File: src/rtl/userio_sampler_pkg.sv
// Shared state encoding and entry sizing for the USERIO capture path.
// Define USERIO_SAMPLER_TIMESTAMP_EN to prefix every entry with a saturating delta timestamp.
package userio_sampler_pkg;

   typedef enum logic [1:0] {
      ST_IDLE    = 2'd0,
      ST_ARMED   = 2'd1,
      ST_CAPTURE = 2'd2,
      ST_DONE    = 2'd3
   } state_e;

`ifdef USERIO_SAMPLER_TIMESTAMP_EN
   localparam bit TS_EN = 1'b1;
`else
   localparam bit TS_EN = 1'b0;
`endif

   function automatic int entry_width(input int pins_w, input int ts_w);
      return TS_EN ? pins_w + ts_w : pins_w;
   endfunction

endpackage

File: src/rtl/userio_sampler_if.sv
// Host-side control and FIFO read bus of the USERIO sampler.
// master = USB register block, slave = sampler.
interface userio_sampler_if
   import userio_sampler_pkg::*;
#(
   parameter int pWIDTH    = 8,
   parameter int pTS_WIDTH = 16
);
   localparam int ENTRY_W = entry_width(pWIDTH, pTS_WIDTH);

   logic [pWIDTH-1:0]  I_mask;
   logic               I_arm;
   logic               I_disarm;
   logic [15:0]        I_capture_count;
   logic               I_fifo_rd;
   logic [ENTRY_W-1:0] O_fifo_dout;
   logic               O_fifo_empty;
   logic               O_overflow;
   logic [1:0]         O_state;
   logic [pWIDTH-1:0]  O_pins;

   modport master (
      output I_mask, I_arm, I_disarm, I_capture_count, I_fifo_rd,
      input  O_fifo_dout, O_fifo_empty, O_overflow, O_state, O_pins
   );

   modport slave (
      input  I_mask, I_arm, I_disarm, I_capture_count, I_fifo_rd,
      output O_fifo_dout, O_fifo_empty, O_overflow, O_state, O_pins
   );

endinterface

File: src/rtl/userio_sample_fifo.sv
// FWFT FIFO with flush; head visible combinationally, write/read/flush take effect on the clock edge.
// Write into full is dropped unless a pop happens the same cycle; pop on empty is ignored.
module userio_sample_fifo #(
   parameter int pW          = 8,
   parameter int pDEPTH_LOG2 = 4
) (
   input  logic          usb_clk,
   input  logic          reset_n,
   input  logic          flush_i,
   input  logic          wr_i,
   input  logic [pW-1:0] wr_dat_i,
   input  logic          rd_i,
   output logic [pW-1:0] rd_dat_o,
   output logic          full_o,
   output logic          empty_o
);
   localparam int DEPTH = 2 ** pDEPTH_LOG2;

   logic [pDEPTH_LOG2:0] wr_ptr_q, rd_ptr_q;
   logic [pW-1:0]        mem_q [DEPTH];
   logic                 do_wr, do_rd;

   // Extra pointer MSB distinguishes full from empty when the indices alias.
   assign empty_o = (wr_ptr_q == rd_ptr_q);
   assign full_o  = (wr_ptr_q[pDEPTH_LOG2] != rd_ptr_q[pDEPTH_LOG2]) &&
                    (wr_ptr_q[pDEPTH_LOG2-1:0] == rd_ptr_q[pDEPTH_LOG2-1:0]);
   assign do_rd   = rd_i && !empty_o;
   assign do_wr   = wr_i && (!full_o || do_rd);

   always_ff @(posedge usb_clk or negedge reset_n) begin
      if (!reset_n) begin
         wr_ptr_q <= '0;
         rd_ptr_q <= '0;
      end else if (flush_i) begin
         wr_ptr_q <= '0;
         rd_ptr_q <= '0;
      end else begin
         if (do_wr) wr_ptr_q <= wr_ptr_q + (pDEPTH_LOG2+1)'(1);
         if (do_rd) rd_ptr_q <= rd_ptr_q + (pDEPTH_LOG2+1)'(1);
      end
   end

   always_ff @(posedge usb_clk) begin
      if (do_wr) mem_q[wr_ptr_q[pDEPTH_LOG2-1:0]] <= wr_dat_i;
   end

   assign rd_dat_o = empty_o ? '0 : mem_q[rd_ptr_q[pDEPTH_LOG2-1:0]];

endmodule

File: src/rtl/userio_sampler.sv
// USERIO pin-change capture: 2-flop sync, masked edge detect, entries written 2 edges after the pad sample edge.
// Full FIFO with no same-cycle pop drops the entry, sets sticky overflow and stops; optional USERIO_SAMPLER_TIMESTAMP_EN.
module userio_sampler
   import userio_sampler_pkg::*;
#(
   parameter int pWIDTH      = 8,
   parameter int pTS_WIDTH   = 16,
   parameter int pDEPTH_LOG2 = 4
) (
   input  logic              usb_clk,
   input  logic              reset_n,
   input  logic [pWIDTH-1:0] userio_d,
   userio_sampler_if.slave   host
);
   localparam int ENTRY_W = entry_width(pWIDTH, pTS_WIDTH);

   state_e             state_q, state_d;
   logic [pWIDTH-1:0]  sync1_q, sync2_q, prev_q, change;
   logic [15:0]        count_q, count_d;
   logic               overflow_q, overflow_d;
   logic               wr, flush, fifo_full;
   logic [ENTRY_W-1:0] entry;

   // All-ones reset matches the pad pullups so release does not look like an edge.
   always_ff @(posedge usb_clk or negedge reset_n) begin
      if (!reset_n) begin
         sync1_q <= '1;
         sync2_q <= '1;
         prev_q  <= '1;
      end else begin
         sync1_q <= userio_d;
         sync2_q <= sync1_q;
         prev_q  <= sync2_q;
      end
   end

   assign change = (sync2_q ^ prev_q) & host.I_mask;

   always_comb begin
      state_d    = state_q;
      count_d    = count_q;
      overflow_d = overflow_q;
      wr         = 1'b0;
      flush      = 1'b0;
      if (host.I_disarm) begin
         state_d = ST_IDLE;
      end else begin
         case (state_q)
            ST_IDLE, ST_DONE: begin
               if (host.I_arm) begin
                  state_d    = ST_ARMED;
                  flush      = 1'b1;
                  count_d    = '0;
                  overflow_d = 1'b0;
               end
            end
            ST_ARMED, ST_CAPTURE: begin
               if (|change) begin
                  if (fifo_full && !host.I_fifo_rd) begin
                     overflow_d = 1'b1;
                     state_d    = ST_DONE;
                  end else begin
                     wr      = 1'b1;
                     count_d = (state_q == ST_ARMED) ? 16'd1 : count_q + 16'd1;
                     state_d = (host.I_capture_count != '0 && count_d == host.I_capture_count)
                               ? ST_DONE : ST_CAPTURE;
                  end
               end
            end
            default: ;
         endcase
      end
   end

   always_ff @(posedge usb_clk or negedge reset_n) begin
      if (!reset_n) begin
         state_q    <= ST_IDLE;
         count_q    <= '0;
         overflow_q <= 1'b0;
      end else begin
         state_q    <= state_d;
         count_q    <= count_d;
         overflow_q <= overflow_d;
      end
   end

`ifdef USERIO_SAMPLER_TIMESTAMP_EN
   logic [pTS_WIDTH-1:0] ts_q, ts_d;

   // Held at zero while armed so the first entry reports 0; reloads to 1 on each write.
   always_comb begin
      ts_d = ts_q;
      if (flush || (state_q == ST_ARMED && !wr)) ts_d = '0;
      else if (wr)                               ts_d = pTS_WIDTH'(1);
      else if (ts_q != '1)                       ts_d = ts_q + pTS_WIDTH'(1);
   end

   always_ff @(posedge usb_clk or negedge reset_n) begin
      if (!reset_n) ts_q <= '0;
      else          ts_q <= ts_d;
   end

   assign entry = {ts_q, sync2_q};
`else
   assign entry = sync2_q;
`endif

   userio_sample_fifo #(
      .pW          (ENTRY_W),
      .pDEPTH_LOG2 (pDEPTH_LOG2)
   ) u_fifo (
      .usb_clk  (usb_clk),
      .reset_n  (reset_n),
      .flush_i  (flush),
      .wr_i     (wr),
      .wr_dat_i (entry),
      .rd_i     (host.I_fifo_rd),
      .rd_dat_o (host.O_fifo_dout),
      .full_o   (fifo_full),
      .empty_o  (host.O_fifo_empty)
   );

   assign host.O_overflow = overflow_q;
   assign host.O_state    = state_q;
   assign host.O_pins     = sync2_q;

endmodule
File: src/flat_wrapper.sv
// flat-port wrapper written by rule: the top's interface ports become plain ports
module userio_sampler_flat import userio_sampler_pkg::*;
#(
   parameter int pWIDTH      = 8,
   parameter int pTS_WIDTH   = 16,
   parameter int pDEPTH_LOG2 = 4
)
  (usb_clk, reset_n, userio_d, host_I_mask, host_I_arm, host_I_disarm, host_I_capture_count, host_I_fifo_rd, host_O_fifo_dout, host_O_fifo_empty, host_O_overflow, host_O_state, host_O_pins);
  userio_sampler_if #(.pWIDTH(pWIDTH), .pTS_WIDTH(pTS_WIDTH)) host_i ();
  input  logic usb_clk;
  input  logic reset_n;
  input  logic [pWIDTH-1:0] userio_d;
  input wire logic [$bits(host_i.I_mask)-1:0] host_I_mask;
  input wire logic [$bits(host_i.I_arm)-1:0] host_I_arm;
  input wire logic [$bits(host_i.I_disarm)-1:0] host_I_disarm;
  input wire logic [$bits(host_i.I_capture_count)-1:0] host_I_capture_count;
  input wire logic [$bits(host_i.I_fifo_rd)-1:0] host_I_fifo_rd;
  output wire logic [$bits(host_i.O_fifo_dout)-1:0] host_O_fifo_dout;
  output wire logic [$bits(host_i.O_fifo_empty)-1:0] host_O_fifo_empty;
  output wire logic [$bits(host_i.O_overflow)-1:0] host_O_overflow;
  output wire logic [$bits(host_i.O_state)-1:0] host_O_state;
  output wire logic [$bits(host_i.O_pins)-1:0] host_O_pins;
  assign host_i.I_mask = host_I_mask;
  assign host_i.I_arm = host_I_arm;
  assign host_i.I_disarm = host_I_disarm;
  assign host_i.I_capture_count = host_I_capture_count;
  assign host_i.I_fifo_rd = host_I_fifo_rd;
  assign host_O_fifo_dout = host_i.O_fifo_dout;
  assign host_O_fifo_empty = host_i.O_fifo_empty;
  assign host_O_overflow = host_i.O_overflow;
  assign host_O_state = host_i.O_state;
  assign host_O_pins = host_i.O_pins;
  userio_sampler #(.pWIDTH(pWIDTH), .pTS_WIDTH(pTS_WIDTH), .pDEPTH_LOG2(pDEPTH_LOG2)) u_core (.usb_clk(usb_clk), .reset_n(reset_n), .userio_d(userio_d), .host(host_i));
endmodule
File: config.mk
export PLATFORM = sky130hd
export DESIGN_NAME = userio_sampler_flat
export DESIGN_NICKNAME = d
export VERILOG_FILES = /design/src/rtl/userio_sampler_pkg.sv /design/src/rtl/userio_sampler_if.sv /design/src/rtl/userio_sample_fifo.sv /design/src/rtl/userio_sampler.sv /design/src/flat_wrapper.sv
export SDC_FILE = /design/constraint.sdc
export NUM_CORES = 1
export LEC_CHECK = 0
export ABC_AREA = 1
export CAP_MARGIN = 40
export CORE_UTILIZATION = 40
export DETAILED_ROUTE_END_ITERATION = 7
export PLACE_DENSITY = 0.57
export SETUP_SLACK_MARGIN = 0.02
export SKIP_CTS_REPAIR_TIMING = 1
export SLEW_MARGIN = 15
export SYNTH_ARGS = -nofsm -noshare
export SYNTH_HDL_FRONTEND = slang
export SYNTH_SLANG_ARGS = --single-unit
File: constraint.sdc
create_clock -name usb_clk -period 6 [get_ports usb_clk]
set_input_delay 0.6 -clock usb_clk [delete_from_list [all_inputs] [get_ports usb_clk]]
set_output_delay 0.6 -clock usb_clk [all_outputs]
set_load 0.01 [all_outputs]
==> results.cfg, run 1 <==
[worst_setup_path]
cp_cell_sequence = buf_4, nor2_1, nor3_2, nand3_1, clkinv_1, a31oi_1, clkdlybuf4s50_1
critPathMaxStageDelay_ps = 680
critPathCaptureType = primary output
cp_max_fo = 35
cp.required_ps = 5400
crit_arrival_ps = 3230
startpoint_type = register
worst_path_max_delay_cell = dfrtp_2
critical_path_class = reg2out

[clocking]
root_buffer = clkbuf_16
clockBufferDepth = 2
htreeDepth = 4
cts_buffers = 17
clock_sinks = 181
cts_tree = built
clkLatencyLatePin_ps = 420
path_clk_slew_ps = 60

[cells_and_area]
nets = 849
area_growth_pct = 16.6
antenna_cells = 0
drive_gt1_frac = 0.125
num-fill-cells = 1783

[routing]
dr.pass1.iters = 5
via_per_inst = 5.26
antenna_left = 0
totalWireLength_mm = 19.5
routed-via-count = 5699
post_drt_wl_per_cell_um = 18.0
first_iter_violations = 421
drcViolationCount = 0

[floorplanning]
fp.dieH_um = 145
coreArea_mm2 = 0.0197
start_util = 0.414
io_pins = 57
rows = 51
die_area_mm2 = 0.0210
die_w_um = 145

[synth]
synth-xor-area-share = 0.00537
yosysUniqueCellTypes = 43
synth_compound_area_frac = 0.0997
synth_edf_count = 128
ys_seq_elements = 181
synth_warnings = 0
synth_top_family_by_area = simple AND/OR/NAND/NOR gates
synth_fa_ha_area_frac = 0.0107
synth_top_flop_cell = edfxtp_1
seq_area_frac_synth = 0.637
synth_top_area_share = 0.471
async_flop_share = 0.293
synthTopCellsByCount = edfxtp_1, nor2_1, nand2_1
yosys.area_share.simple = 0.172
ys_top_cells_by_area = edfxtp_1, dfrtp_1, dfstp_2, nor2_1, nand2_1
yosysMostFrequentCell = edfxtp_1
yosys.area.top_type = edfxtp_1
synth_mux_area_frac = 0.0209
syn_area_per_cell_um2 = 10.9
syn_area_mm2 = 0.00816
synthCells = 749
synth_nets = 793

[sta]
fmax_ghz = 0.261
finalCritPeriodShare = 0.638
final.min_clock_period_ps = 3830
maxSlewViolCount = 0
rsz0062_at_grt = no
setup_slack_ps = 2170
setup_viol_count_final = 0
slew_headroom = 0.444
skew_ps = 8.87
tightest_slew_ps = 831
finalHoldViolCount = 0
fin_setup_tns_ps = 0

[global_routing]
grt_usage = 0.200
grt_max_degree = 54
grt.overflow.total = 0
grt_pass1_vias = 5617
grt_pass1_wl_mm = 30.6
antenna_found_initial = 0

[run]
drv_cap = 0

[power]
leakage_nw = 3.56
peakVddDrop_v = 0.000263
powerDensity_mw_per_mm2 = 399

[hold_path]
hold_path_class = in2async

[placed_design]
dp_hpwl_mm = 13.0
port_buffers = 56
pre_cts_ws_ps = 2610
globalplace.congestion = 0.892

[status]
status = completed
-- worst max-delay path, delay by kind of cell, from the launching register on --
kind	cells	cell delay, ps
AO/OA/AOI/OAI	1	370
buffers and inverters	3	1350
flip-flops	1	680
AND/OR/NAND/NOR	3	390
-- state kept, by name (all words and copies together) (netlist names) --
name,count
u_core.host.O_pins,8
u_core.sync1_q,8
u_core.host.O_overflow,1
u_core.u_fifo.rd_ptr_q,5
u_core.count_q,16
u_core.host.O_state,2
u_core.u_fifo.wr_ptr_q,5
u_core.prev_q,8
u_core.u_fifo.mem_q,128
-- layout make-up --
type                       count  area [um^2]  share of cell area
inverter                      76          288              0.0302
timing repair buffer          64          636              0.0668
tap                          265          332              0.0349
clock inverter                 9         81.3             0.00855
multi-input combinational    465         2520               0.265
clock buffer                  23          458              0.0481
sequential                   181         5200               0.547
-- where the power goes --
part           internal [mW]  switching [mW]
Combinational          0.480           0.743
Sequential              1.41           0.126
Clock                  0.581           0.450
Total                   2.48            1.32
-- metrics by stage --
step           hold slack, ps  utilization  cells  instance area [um^2]  total power, mW
2_1_floorplan             304            -    749                  8160             2.33
3_3_place_gp              346        0.453   1047                  8920             2.76
3_5_place_dp              348        0.454   1049                  8960             2.79
4_1_cts                   327        0.482   1081                  9500             3.82
5_1_grt                   349        0.483   1083                  9510             4.01
6_report                  317        0.483   1083                  9510             3.79
-- cell families after synthesis --
logic type / Yosys count
mux: 17
xor+xnor: 5
buf+inv: 103
compound gates: 119
flops: 181
simple gates: 317
fa+ha+maj: 7
-- routing by layer --
metal / track usage / routed length [um] / up-vias
met2: 0.316 / 9200 / 159
met5: 0 / 0 / -
met4: 0.0726 / 371 / 0
li1: - / - / 2738
met1: 0.267 / 8770 / 2775
met3: 0.0490 / 1170 / 27
-- cells in the final DEF (no fill, tap or decap), types with 3 or more instances in the layout --
cell,count
clkinv_2,3
nand2_2,7
inv_1,66
clkbuf_1,5
nand3_2,3
mux2i_1,17
o21ai_0,46
xor2_1,3
nand3_1,45
nor3_1,3
o22ai_2,10
edfxtp_1,128
o221ai_1,11
clkdlybuf4s50_1,55
inv_2,8
dfstp_2,24
a31oi_1,5
o22ai_1,9
nor3_2,4
o211ai_1,6
clkbuf_16,17
a22o_1,3
dfrtp_1,28
nand2_1,112
buf_4,7
nand4_1,17
nor2_1,115
a21oi_1,9
nand2_4,3
nor2_2,4
o32ai_1,14
ha_1,7
o21ai_1,4
-- path summary, 6_finish.rpt --
kind                                            from                        end  slack, ps  depth (start not counted)
min in group usb_clk               u_core.sync1_q[6]      u_core.host.O_pins[6]        350                          0
max in group asynchronous                    reset_n  u_core.u_fifo.rd_ptr_q[0]       5190                          2
hold reg to reg                    u_core.sync1_q[6]      u_core.host.O_pins[6]        350                          0
hold / removal                               reset_n  u_core.u_fifo.rd_ptr_q[3]        320                          2
setup / recovery           u_core.u_fifo.rd_ptr_q[0]        host_O_fifo_dout[7]       2170                          7
setup reg to reg               u_core.host.O_pins[2]  u_core.u_fifo.mem_q[9][6]       2880                         12
No activity file was read; power rests on OpenSTA's default activity.
==> inputs of run 2 (changes only) <==
Clock period 6 ns to 3.7 ns, I/O delays scaled along.
==> results.cfg, run 2 (same netlist as run 1, synthesis figures left out) <==
[routing]
first_iter_violations = 369
drcViolationCount = 0
post_drt_wl_per_cell_um = 18.0
dr.pass1.iters = 7
antenna_left = 0
routed-via-count = 5746
totalWireLength_mm = 19.6
via_per_inst = 5.27

[sta]
rsz0062_at_grt = no
tightest_slew_ps = 842
finalHoldViolCount = 2
fmax_ghz = 0.303
slew_headroom = 0.436
fin_setup_tns_ps = 0
maxSlewViolCount = 0
final.min_clock_period_ps = 3300
skew_ps = 10.6
finalCritPeriodShare = 0.893
holdWs_ps = -4.29
setup_viol_count_final = 0

[worst_setup_path]
worst_path_max_delay_cell = clkdlybuf4s50_1
critical_path_class = reg2out
cp_cell_sequence = buf_4, nor2_1, nor3_2, nand3_1, clkinv_1, a31oi_1, clkdlybuf4s50_1
critPathBufInv = 3
cp_max_fo = 67
startpoint_type = register
cp_top_family = buffers and inverters
critPathMaxStageDelay_ps = 590
crit_arrival_ps = 2930
cp.required_ps = 3330
critPathCaptureType = primary output

[clocking]
clockBufferDepth = 2
cts_tree = built
clkLatencyLatePin_ps = 430
path_clk_slew_ps = 60
root_buffer = clkbuf_16
htreeDepth = 4
clock_sinks = 181
cts_buffers = 17

[placed_design]
post-place-cells = 1058
port_buffers = 56
placed_area_mm2 = 0.00901
globalplace.congestion = 0.856
dp_hpwl_mm = 13.3

[global_routing]
grt_pass1_vias = 5626
grt_usage = 0.201
grt_max_degree = 68
grt_pass1_wl_mm = 30.7
grt.overflow.total = 0
antenna_found_initial = 0

[cells_and_area]
post-route-util = 0.488
num-fill-cells = 1793
final_common_cell = edfxtp_1
nets = 856
area_growth_pct = 17.9
largest_reg_flops = 128
final_cells = 1090
antenna_cells = 0
drive_gt1_frac = 0.136
most-common-layout-cells = edfxtp_1, nor2_1, nand2_1, inv_1, clkdlybuf4s50_1
design_area_mm2 = 0.00962

[power]
p_clk_frac = 0.297
peakVddDrop_v = 0.000388
swShare = 0.342
leakage_nw = 3.62
pwr-share-comb = 0.322
switching_power_mw = 2.18
internal_power_mw = 4.20
powerDensity_mw_per_mm2 = 663
seq_power_share = 0.381

[floorplanning]
die_area_mm2 = 0.0210
fp.dieH_um = 145
coreArea_mm2 = 0.0197
io_pins = 57
rows = 51
start_util = 0.414
die_w_um = 145

[hold_path]
hold_path_class = in2async

[run]
drv_cap = 0

[status]
violations = negative hold slack
status = complete, but fails checks
## run 2: changes by cell type in the layout (fill, tap and decap cells not counted)
cell,previous run,this run
clkbuf_8,1,0
clkbuf_1,5,3
buf_16,1,0
clkinv_1,2,1
inv_6,1,2
buf_4,7,15
bufinv_16,1,4
## run 2: through the flow
step	total power, mW	setup WS [ps]
after global placement	4.50	690
after global routing	6.72	250
final	6.38	397
after floorplan	3.79	1360
after CTS	6.42	332
after detailed placement	4.52	501
## run 2: layout make-up
cell class,instances,area [um^2],share of cell area
inverter,76,288,0.0299
tap,265,332,0.0345
clock inverter,12,176,0.0183
multi-input combinational,465,2520,0.262
timing repair buffer,71,668,0.0694
clock buffer,20,437,0.0454
sequential,181,5200,0.541
## run 2: path summary, 6_finish.rpt
path | start | to | slack (ps) | cells after the start
worst max-delay path | u_core.u_fifo.rd_ptr_q[0] | host_O_fifo_dout[2] | 400 | 7
worst min-delay path | reset_n | u_core.host.O_state[1] | -4 | 1
worst max register to register | u_core.host.O_pins[7] | u_core.u_fifo.mem_q[9][4] | 600 | 12
worst min register to register | u_core.sync1_q[0] | u_core.host.O_pins[0] | 350 | 0
max in group asynchronous | reset_n | u_core.host.O_pins[5] | 2870 | 2
min in group usb_clk | userio_d[2] | u_core.sync1_q[2] | 340 | 1
## run 2: layer usage
metal | vias up | wire, um | GRT usage
met2 | 137 | 9510 | 0.331
met5 | - | 0 | 0
met4 | 0 | 369 | 0.0742
met1 | 2839 | 8880 | 0.259
li1 | 2744 | - | -
met3 | 26 | 820 | 0.0461
## run 2: power by group through the flow
stage               clock, mW  combinational, mW  sequential (mW)
floorplan                   0               1.38             2.41
global route             2.01               2.26             2.44
CTS                      1.93               2.07             2.43
detailed placement          0               2.06             2.47
finish                   1.90               2.05             2.43
global placement            0               2.04             2.46
